===== src/rtl/tt_mem_bridge_if.sv =====
// Core-side memory request and 8-bit pin bus of the Tiny Tapeout memory bridge.
// The slave modport is the bridge itself; the master modport is the core/pad environment.
interface tt_mem_bridge_if #(
    parameter int ADDR_W = 16,
    parameter int DATA_W = 32
);
    logic              core_req;
    logic              core_we;
    logic [ADDR_W-1:0] core_addr;
    logic [DATA_W-1:0] core_wdata;
    logic [DATA_W-1:0] core_rdata;
    logic              core_done;
    logic              core_err;
    logic              busy;
    logic [7:0]        pin_in;
    logic              pin_ack;
    logic [7:0]        pin_out;
    logic [3:0]        pin_ctl;

    modport slave (
        input  core_req, core_we, core_addr, core_wdata, pin_in, pin_ack,
        output core_rdata, core_done, core_err, busy, pin_out, pin_ctl
    );

    modport master (
        output core_req, core_we, core_addr, core_wdata, pin_in, pin_ack,
        input  core_rdata, core_done, core_err, busy, pin_out, pin_ctl
    );
endinterface


===== src/rtl/tt_mem_bridge.sv =====
// Serialises a core memory request onto 8-bit pins, LSB byte first: address, then write or read data.
// Latency with pin_ack high: accept edge + AB + DB byte cycles + one DONE cycle; a stalled byte aborts after WAIT_MAX cycles.
module tt_mem_bridge #(
    parameter int ADDR_W   = 16,
    parameter int DATA_W   = 32,
    parameter int WAIT_MAX = 255
) (
    input  logic           clk,
    input  logic           rst_n,
    tt_mem_bridge_if.slave bus
);
    localparam int AB   = (ADDR_W + 7) / 8;
    localparam int DB   = (DATA_W + 7) / 8;
    localparam int AW_P = AB * 8;
    localparam int DW_P = DB * 8;
    localparam int CW   = $clog2(WAIT_MAX + 1);

    localparam logic [1:0]    A_LAST   = 2'(AB - 1);
    localparam logic [1:0]    D_LAST   = 2'(DB - 1);
    localparam logic [CW-1:0] CNT_LAST = CW'(WAIT_MAX - 1);

    typedef enum logic [2:0] {
        S_IDLE,
        S_ADDR,
        S_WDATA,
        S_RDATA,
        S_DONE,
        S_ERR
    } state_t;

    state_t            r_state;
    logic [1:0]        r_idx;
    logic [CW-1:0]     r_cnt;
    logic              r_we;
    logic [ADDR_W-1:0] r_addr;
    logic [DATA_W-1:0] r_wdata;
    logic [DW_P-1:0]   r_shadow;
    logic [DATA_W-1:0] r_rdata;
    logic              r_done;
    logic              r_err;

    logic [AW_P-1:0]   w_addr_pad;
    logic [DW_P-1:0]   w_wdata_pad;
    logic [DW_P-1:0]   w_shadow_nxt;
    logic [7:0]        w_pin_out;
    logic [1:0]        w_phase;
    logic              w_valid;
    logic              w_last;

    assign w_addr_pad  = AW_P'(r_addr);
    assign w_wdata_pad = DW_P'(r_wdata);
    assign w_last      = (r_state == S_ADDR) ? (r_idx == A_LAST) : (r_idx == D_LAST);

    // Read bytes land in a byte-granular shadow; bits above DATA_W are dropped when it is published.
    always_comb begin
        w_shadow_nxt = r_shadow;
        for (int i = 0; i < DB; i++) begin
            if (r_idx == 2'(i)) begin
                w_shadow_nxt[i*8 +: 8] = bus.pin_in;
            end
        end
    end

    always_comb begin
        w_pin_out = 8'h00;
        w_phase   = 2'b00;
        case (r_state)
            S_ADDR: begin
                w_pin_out = 8'(w_addr_pad >> {r_idx, 3'b000});
                w_phase   = 2'b01;
            end
            S_WDATA: begin
                w_pin_out = 8'(w_wdata_pad >> {r_idx, 3'b000});
                w_phase   = 2'b10;
            end
            S_RDATA: begin
                w_phase   = 2'b11;
            end
            default: begin
                w_pin_out = 8'h00;
                w_phase   = 2'b00;
            end
        endcase
    end

    assign w_valid = (w_phase != 2'b00);

    always_ff @(posedge clk) begin
        if (!rst_n) begin
            r_state  <= S_IDLE;
            r_idx    <= '0;
            r_cnt    <= '0;
            r_we     <= 1'b0;
            r_addr   <= '0;
            r_wdata  <= '0;
            r_shadow <= '0;
            r_rdata  <= '0;
            r_done   <= 1'b0;
            r_err    <= 1'b0;
        end else begin
            r_done <= 1'b0;
            r_err  <= 1'b0;
            case (r_state)
                S_IDLE: begin
                    if (bus.core_req) begin
                        r_we    <= bus.core_we;
                        r_addr  <= bus.core_addr;
                        r_wdata <= bus.core_wdata;
                        r_idx   <= '0;
                        r_cnt   <= '0;
                        r_state <= S_ADDR;
                    end
                end
                S_ADDR, S_WDATA, S_RDATA: begin
                    // An ack always completes the byte, even on the last allowed wait cycle.
                    if (bus.pin_ack) begin
                        r_cnt <= '0;
                        if (r_state == S_RDATA) begin
                            r_shadow <= w_shadow_nxt;
                        end
                        if (w_last) begin
                            r_idx <= '0;
                            case (r_state)
                                S_ADDR:  r_state <= r_we ? S_WDATA : S_RDATA;
                                S_RDATA: begin
                                    r_rdata <= w_shadow_nxt[DATA_W-1:0];
                                    r_done  <= 1'b1;
                                    r_state <= S_DONE;
                                end
                                default: begin
                                    r_done  <= 1'b1;
                                    r_state <= S_DONE;
                                end
                            endcase
                        end else begin
                            r_idx <= r_idx + 2'd1;
                        end
                    end else if (r_cnt == CNT_LAST) begin
                        r_cnt   <= '0;
                        r_idx   <= '0;
                        r_err   <= 1'b1;
                        r_state <= S_ERR;
                    end else begin
                        r_cnt <= r_cnt + 1'b1;
                    end
                end
                S_DONE, S_ERR: begin
                    r_state <= S_IDLE;
                end
                default: begin
                    r_state <= S_IDLE;
                end
            endcase
        end
    end

    assign bus.core_rdata = r_rdata;
    assign bus.core_done  = r_done;
    assign bus.core_err   = r_err;
    assign bus.busy       = (r_state != S_IDLE);
    assign bus.pin_out    = w_pin_out;
    assign bus.pin_ctl    = {w_phase, w_valid & r_we, w_valid};
endmodule


===== src/flat_wrapper.sv =====
// flat-port wrapper written by rule: the top's interface ports become plain ports
module tt_mem_bridge_flat 
#(
    parameter int ADDR_W   = 16,
    parameter int DATA_W   = 32,
    parameter int WAIT_MAX = 255
)
  (clk, rst_n, bus_core_req, bus_core_we, bus_core_addr, bus_core_wdata, bus_pin_in, bus_pin_ack, bus_core_rdata, bus_core_done, bus_core_err, bus_busy, bus_pin_out, bus_pin_ctl);
  tt_mem_bridge_if #(.ADDR_W(ADDR_W), .DATA_W(DATA_W)) bus_i ();
  input  logic clk;
  input  logic rst_n;
  input wire logic [$bits(bus_i.core_req)-1:0] bus_core_req;
  input wire logic [$bits(bus_i.core_we)-1:0] bus_core_we;
  input wire logic [$bits(bus_i.core_addr)-1:0] bus_core_addr;
  input wire logic [$bits(bus_i.core_wdata)-1:0] bus_core_wdata;
  input wire logic [$bits(bus_i.pin_in)-1:0] bus_pin_in;
  input wire logic [$bits(bus_i.pin_ack)-1:0] bus_pin_ack;
  output wire logic [$bits(bus_i.core_rdata)-1:0] bus_core_rdata;
  output wire logic [$bits(bus_i.core_done)-1:0] bus_core_done;
  output wire logic [$bits(bus_i.core_err)-1:0] bus_core_err;
  output wire logic [$bits(bus_i.busy)-1:0] bus_busy;
  output wire logic [$bits(bus_i.pin_out)-1:0] bus_pin_out;
  output wire logic [$bits(bus_i.pin_ctl)-1:0] bus_pin_ctl;
  assign bus_i.core_req = bus_core_req;
  assign bus_i.core_we = bus_core_we;
  assign bus_i.core_addr = bus_core_addr;
  assign bus_i.core_wdata = bus_core_wdata;
  assign bus_i.pin_in = bus_pin_in;
  assign bus_i.pin_ack = bus_pin_ack;
  assign bus_core_rdata = bus_i.core_rdata;
  assign bus_core_done = bus_i.core_done;
  assign bus_core_err = bus_i.core_err;
  assign bus_busy = bus_i.busy;
  assign bus_pin_out = bus_i.pin_out;
  assign bus_pin_ctl = bus_i.pin_ctl;
  tt_mem_bridge #(.ADDR_W(ADDR_W), .DATA_W(DATA_W), .WAIT_MAX(WAIT_MAX)) u_core (.clk(clk), .rst_n(rst_n), .bus(bus_i));
endmodule

===== config.mk =====
export PLATFORM = sky130hd
export DESIGN_NAME = tt_mem_bridge_flat
export DESIGN_NICKNAME = d
export VERILOG_FILES = /design/src/rtl/tt_mem_bridge_if.sv /design/src/rtl/tt_mem_bridge.sv /design/src/flat_wrapper.sv
export SDC_FILE = /design/constraint.sdc
export NUM_CORES = 1
export LEC_CHECK = 0
export BUFFER_PORTS_ARGS = -buffer_cell sky130_fd_sc_hd__buf_4
export CAP_MARGIN = 20
export CORE_UTILIZATION = 55
export DETAILED_ROUTE_END_ITERATION = 8
export PLACE_DENSITY = 0.8
export SYNTH_ARGS = -nofsm -noshare
export SYNTH_HDL_FRONTEND = slang
export SYNTH_SLANG_ARGS = --single-unit

===== constraint.sdc =====
create_clock -name clk -period 2.2 [get_ports clk]
set_input_delay 0.11 -clock clk [delete_from_list [all_inputs] [get_ports clk]]
set_output_delay 0.11 -clock clk [all_outputs]
set_load 0.01 [all_outputs]

==> metrics.md, run 1 <==
| Metric | Value |
|---|---|
| Outcome | finished, final reports clean |
| Top Ports | 108 |
| WL met2 | 8420 um |
| Vias post-DR | 5225 |
| Total Neg Setup Slack | 0 ns |
| Post-synth ARST share | 0% |
| Drt first pass iters | 6 |
| Top FF cell, synth | dfxtp_1 |
| Tightest Pin Transition | 0.612 ns |
| WHS | 0.0682 ns |
| Final Hold Fails | 0 |
| Critical path type | reg2out |
| Maximum root-to-sink buffer count | 2 |
| Tcrit/Tclk final | 100% |
| Total grt overflow | 0 |
| Critical Path End | bus_pin_out[3] |
| CTS tree | yes |
| Synth top area share | 44.6% |
| Total power | 6.71 mW |
| Pwr Density | 889 mW/mm2 |
| Met1 wire length | 6290 um |
| Syn. warnings | 0 |
| Area leader, netlist | dfxtp_1 |
| H-tree depth | 4 |
| Nets | 834 |
| Clock root buffer master | clkbuf_8 |
| P&R area growth vs syn | 40.2% |
| Gpl congestion | 0.823 |
| Drt via density | 5.75 |
| CP required | 2.09 ns |
| Static leakage | 3.23 nW |
| Worst R2R Start | u_core.r_idx[1]$_SDFFE_PN0P_ |
| Chip height | 101 um |
| Crit-path max FO | 13 |
| Remaining antenna violation count | 0 |
| Max Clk Rate | 0.455 GHz |
| Iter 0 DRT Violations | 328 |
| # diodes | 0 |
| Vias in the first global route | 5096 |
| Top sig layer | met4 |
| R2r setup slk | 0.25 ns |
| Peak supply drop | 0.534 mV |
| Hold WC Path Type | in2reg |
| Initial antenna violation count | 0 |
| EDFF count, synth | 0 |
| Cell with the most instances after synthesis | nand2_1 |
| Mapped Cells | 610 |
| Die X | 101 um |
| Starting Density | 57.4% |
| Synth cell types | 42 |
| Top area cells in the synthesized netlist | dfxtp_1 45%, nand2_1 12%, a21boi_0 11%, mux2i_1 6.1%, o211a_1 4.6% |
| Dpl cells | 811 |
| Post-Syn Nets | 677 |
| Clk slew on worst S/H paths | 0.06 ns |
| Largest net degree at the start of global routing | 50 |
| Crit end category | output pin |
| Share of layout cells above drive strength 1 | 24.4% |
| Synth Register Bits | 120 |
| Post-synth top cells | 172 x nand2_1, 120 x dfxtp_1, 76 x a21boi_0 |
| DRT Wirelength | 16500 um |
| Crit path DAT | 2.09 ns |
| Fin crit period | 2.20 ns |
| Layout Cells excl Fill | 909 |
| Clk sinks | 120 |
| Total track usage | 31.0% |
| # port buffers | 107 |
| Worst setup path startpoint | u_core.r_state[2]$_SDFFE_PN0P_ |
| Total CTS buffers | 17 |
| Die ar. | 0.0102 mm2 |
| Slew Limit Fails | 0 |
| Sequential share of the synthesized area | 44.6% |
| Met3 Wirelength | 1090 um |
| Final Skew | 0.0104 ns |
| Global-route wire length before repair | 24200 um |
| Synth Area per Inst | 8.82 um2 |
| Final setup vio count | 0 |
| Syn Std Cell Area | 0.00538 mm2 |
| R2r worst-path depth | 6 |
| Slew HR | 59.0% |
| Average wire per standard cell | 18.1 um |
| Hpwl dp | 8900 um |
| Worst r2r dst | u_core.r_state[1]$_SDFFE_PN0P_ |
| Critical Path Source Type | register |
| Worst-Skew Late Latency | 0.51 ns |
| Max-Cap Viols | 0 |
| # rows | 35 |
| Detailed-route DRC error count | 0 |
| CORE AREA | 0.00937 mm2 |
## logic make-up after synthesis
family	Yosys count	synth area share [%]
and+or+nand+nor	243	19.5
AOI/OAI and AO/OA	139	20.5
DFF	120	44.6
buffers and inverters	53	4.81
muxes	41	7.81
xor gates and xnor gates	8	1.30
adders and majority gates	6	1.39
## layout by cell type (no fill, tap or decap), types with 4 or more instances in the layout
| master | instances |
|---|---|
| clkinvlp_4 | 4 |
| nand2b_1 | 5 |
| clkbuf_16 | 17 |
| o211a_1 | 25 |
| a221oi_1 | 4 |
| xnor2_1 | 7 |
| clkinv_2 | 5 |
| ha_1 | 6 |
| dlygate4sd3_1 | 58 |
| a21boi_0 | 76 |
| nor3_1 | 4 |
| inv_1 | 5 |
| a21boi_1 | 5 |
| a221oi_2 | 4 |
| mux2_2 | 8 |
| o22ai_1 | 5 |
| o21ai_0 | 7 |
| mux2i_1 | 33 |
| buf_4 | 123 |
| nand2_1 | 171 |
| nand3_1 | 28 |
| nor2_1 | 12 |
| dfxtp_1 | 117 |
## state kept, by name, indices dropped and copies added, names as in the netlist
name	cells
u_core.bus.core_rdata	32
u_core.r_wdata	32
u_core.r_shadow	24
u_core.r_addr	16
u_core.r_cnt	8
u_core.r_state	3
u_core.r_idx	2
u_core.bus.core_done	1
u_core.bus.core_err	1
u_core.r_we	1
## critical path, cell delays in order (launching register included)
cell      delay, ns
dfxtp_4        0.41
nor3b_4        0.28
buf_6          0.18
nand3_4        0.14
o22ai_1        0.31
a221oi_2       0.07
buf_4          0.18
## power by group
part | total [mW] | internal [mW] | switching, mW
Combinational | 1.67 | 0.767 | 0.903
Sequential | 2.50 | 2.35 | 0.156
Clock | 2.53 | 1.49 | 1.04
## cell type report
type / count / area (um2)
Timing Repair Buffer: 186 / 1590
Multi-Input combinational cell: 437 / 2820
Inverter: 5 / 18.8
Clock inverter: 15 / 129
Sequential cell: 120 / 2410
Tap cell: 129 / 161
Fill cell: 579 / 1830
Clock buffer: 17 / 414
## timing repair
item                                    CTS  global route
cloned                                    1             1
pin swaps                                 1             2
endpoints found under the setup margin    8             8
hold buffers                             58             0
gates resized for setup                   9            18
buffers inserted                          1             5
hold endpoints to repair                 83             0
## through the flow
| step | worst slack [ns] | instance area (um2) | util, % |
|---|---|---|---|
| after global placement | 0.302 | 6220 | 66.3 |
| after CTS | 0.0392 | 7390 | 78.9 |
| after global routing | -0.0299 | 7540 | 80.5 |
| after floorplan | 0.346 | 5380 | - |
| final | 0.000282 | 7540 | 80.5 |
| after detailed placement | 0.260 | 6220 | 66.3 |
## per-layer routing
metal	vias up	global-route usage (%)
li1	2417	-
met1	2483	34.1
met2	269	55.8
met3	56	7.42
met4	0	14.9
met5	-	0
## worst min path at each step
stage                     slack (ns)                              end  cells past startpoint                from
after floorplan                 0.24    u_core.r_addr[0]$_SDFFE_PN0P_                      2    bus_core_addr[0]
after global placement          0.36    u_core.r_addr[0]$_SDFFE_PN0P_                      3    bus_core_addr[0]
after detailed placement        0.37  u_core.r_wdata[30]$_SDFFE_PN0P_                      3  bus_core_wdata[30]
after CTS                       0.04   u_core.r_addr[12]$_SDFFE_PN0P_                      2               rst_n
after global routing            0.06   u_core.r_addr[12]$_SDFFE_PN0P_                      2               rst_n
final                           0.07   u_core.r_addr[12]$_SDFFE_PN0P_                      2               rst_n
No activity file was read; power rests on OpenSTA's default activity.
==> inputs of run 2 (changes only) <==
--- a/config.mk
+++ b/config.mk
@@ -11,4 +11,5 @@
 export DETAILED_ROUTE_END_ITERATION = 8
 export PLACE_DENSITY = 0.8
+export SKIP_CTS_REPAIR_TIMING = 1
 export SYNTH_ARGS = -nofsm -noshare
 export SYNTH_HDL_FRONTEND = slang
==> constraint.sdc (replaced) <==
create_clock -name clk -period 2.2 [get_ports clk]
set_input_delay 0.11 -clock clk [delete_from_list [all_inputs] [get_ports clk]]
set_output_delay 0.11 -clock clk [all_outputs]
set_load 0.02 [all_outputs]
==> run 2 against run 1 <==
Against the previous run:
- register-to-register slack about the same
- final cell count decreased by 0.55%
- largest power group unchanged
- clock power increased by 9.5%
- sequential power about the same
- sequential share of layout area increased by 0.15 points
- critical path type unchanged
- via count decreased by 3.8%
- combinational power decreased by 8%
- worst hold slack got worse by 0.040 ns
==> metrics.md, run 2 (same netlist as run 1, synthesis figures left out) <==
| Metric | Value |
|---|---|
| Iter 0 DRT Violations | 325 |
| Largest net degree at the start of global routing | 50 |
| Most frequent cells in the layout | 171 x nand2_1, 118 x dfxtp_1, 117 x buf_4 |
| Total CTS buffers | 17 |
| Slew Limit Fails | 0 |
| Final setup vio count | 0 |
| CTS tree | yes |
| Fin crit period | 2.15 ns |
| Chip height | 101 um |
| # rows | 35 |
| H-tree depth | 4 |
| Drt first pass iters | 5 |
| Hpwl dp | 8990 um |
| Outcome | finished, final reports clean |
| Nets | 827 |
| Post-route design area | 0.00750 mm2 |
| Vias post-DR | 5028 |
| Critical Path Source Type | register |
| Crit path DAT | 2.04 ns |
| Starting Density | 57.4% |
| Crit end category | output pin |
| Total Neg Setup Slack | 0 ns |
| Crit-path max FO | 13 |
| Peak supply drop | 0.586 mV |
| Final Hold Fails | 0 |
| Pwr Density | 907 mW/mm2 |
| Slew HR | 60.8% |
| CP required | 2.09 ns |
| Clk sinks | 120 |
| Critical path type | reg2out |
| Worst-Skew Late Latency | 0.51 ns |
| Tightest Pin Transition | 0.585 ns |
| Static leakage | 3.20 nW |
| Maximum root-to-sink buffer count | 2 |
| # port buffers | 107 |
| Global-route wire length before repair | 21200 um |
| Total grt overflow | 0 |
| Max Clk Rate | 0.464 GHz |
| Die ar. | 0.0102 mm2 |
| Average wire per standard cell | 17.2 um |
| Clk slew on worst S/H paths | 0.06 ns |
| Drt via density | 5.56 |
| Clock root buffer master | clkbuf_8 |
| Final Skew | 0.00940 ns |
| Remaining antenna violation count | 0 |
| Initial antenna violation count | 2 |
| P&R area growth vs syn | 39.3% |
| Max-Cap Viols | 0 |
| Placement-stage cell area | 0.00624 mm2 |
| CORE AREA | 0.00937 mm2 |
| Tcrit/Tclk final | 97.9% |
| Top Ports | 108 |
| DRT Wirelength | 15500 um |
| Fillers | 577 |
| Share of layout cells above drive strength 1 | 23.4% |
| Detailed-route DRC error count | 0 |
| Gpl congestion | 0.863 |
| Die X | 101 um |
| Vias in the first global route | 4513 |
| Total track usage | 26.8% |
| Total power | 6.80 mW |
| Commonest non-fill, non-tap cell in the layout | nand2_1 |
| Hold WC Path Type | in2reg |
## run 2: layer usage
metal	GRT usage (%)	wire [um]	part of all wire [%]
met1	31.7	6200	40
met4	12.8	553	3.6
met2	45.7	7910	51
met3	6.52	848	5.5
met5	0	0	0
## run 2: worst paths after layout
check | startpoint | endpoint | slack, ns | cells past startpoint
worst max-delay path | u_core.r_state[1]$_SDFFE_PN0P_ | bus_pin_out[3] | 0.05 | 6
worst min-delay path | rst_n | u_core.bus.core_rdata[17]$_SDFFE_PN0P_ | 0.03 | 2
worst max register to register | u_core.r_idx[1]$_SDFFE_PN0P_ | u_core.r_state[1]$_SDFFE_PN0P_ | 0.24 | 6
worst min register to register | u_core.r_wdata[27]$_SDFFE_PN0P_ | u_core.r_wdata[27]$_SDFFE_PN0P_ | 0.46 | 2
## run 2: power by group
part | switching [mW] | leakage (nW) | internal, mW
registers | 0.142 | 0.976 | 2.35
logic | 0.872 | 1.94 | 0.672
clock network | 1.04 | 0.282 | 1.73
## run 2: cell type report
| class | instances | area (um2) | area share, % |
|---|---|---|---|
| clock inverters | 14 | 175 | 2.34 |
| well taps | 129 | 161 | 2.15 |
| flip-flops and latches | 120 | 2410 | 32.1 |
| inverters | 5 | 18.8 | 0.250 |
| diodes | 2 | 5.00 | 0.0668 |
| multi-input cells | 437 | 2790 | 37.2 |
| clock buffers | 18 | 418 | 5.57 |
| repair buffers | 179 | 1520 | 20.3 |
## run 2: metrics by stage
step	util, %	hold WS [ns]	setup WS (ns)	cells
2_1_floorplan	-	0.245	0.346	610
3_3_place_gp	66.6	0.364	0.336	812
3_5_place_dp	66.6	0.373	0.244	812
4_1_cts	72.9	-0.152	-0.354	844
5_1_grt	80.0	0.0292	-0.0396	904
6_report	80.0	0.0281	0.0458	904
## run 2: worst max-delay path: stages, from the launching register on
cell and delay [ns]:
dfxtp_4 0.42, nor3b_2 0.24, buf_6 0.21, nand3_4 0.15, o22ai_1 0.26, a221oi_2 0.07
buf_4 0.19
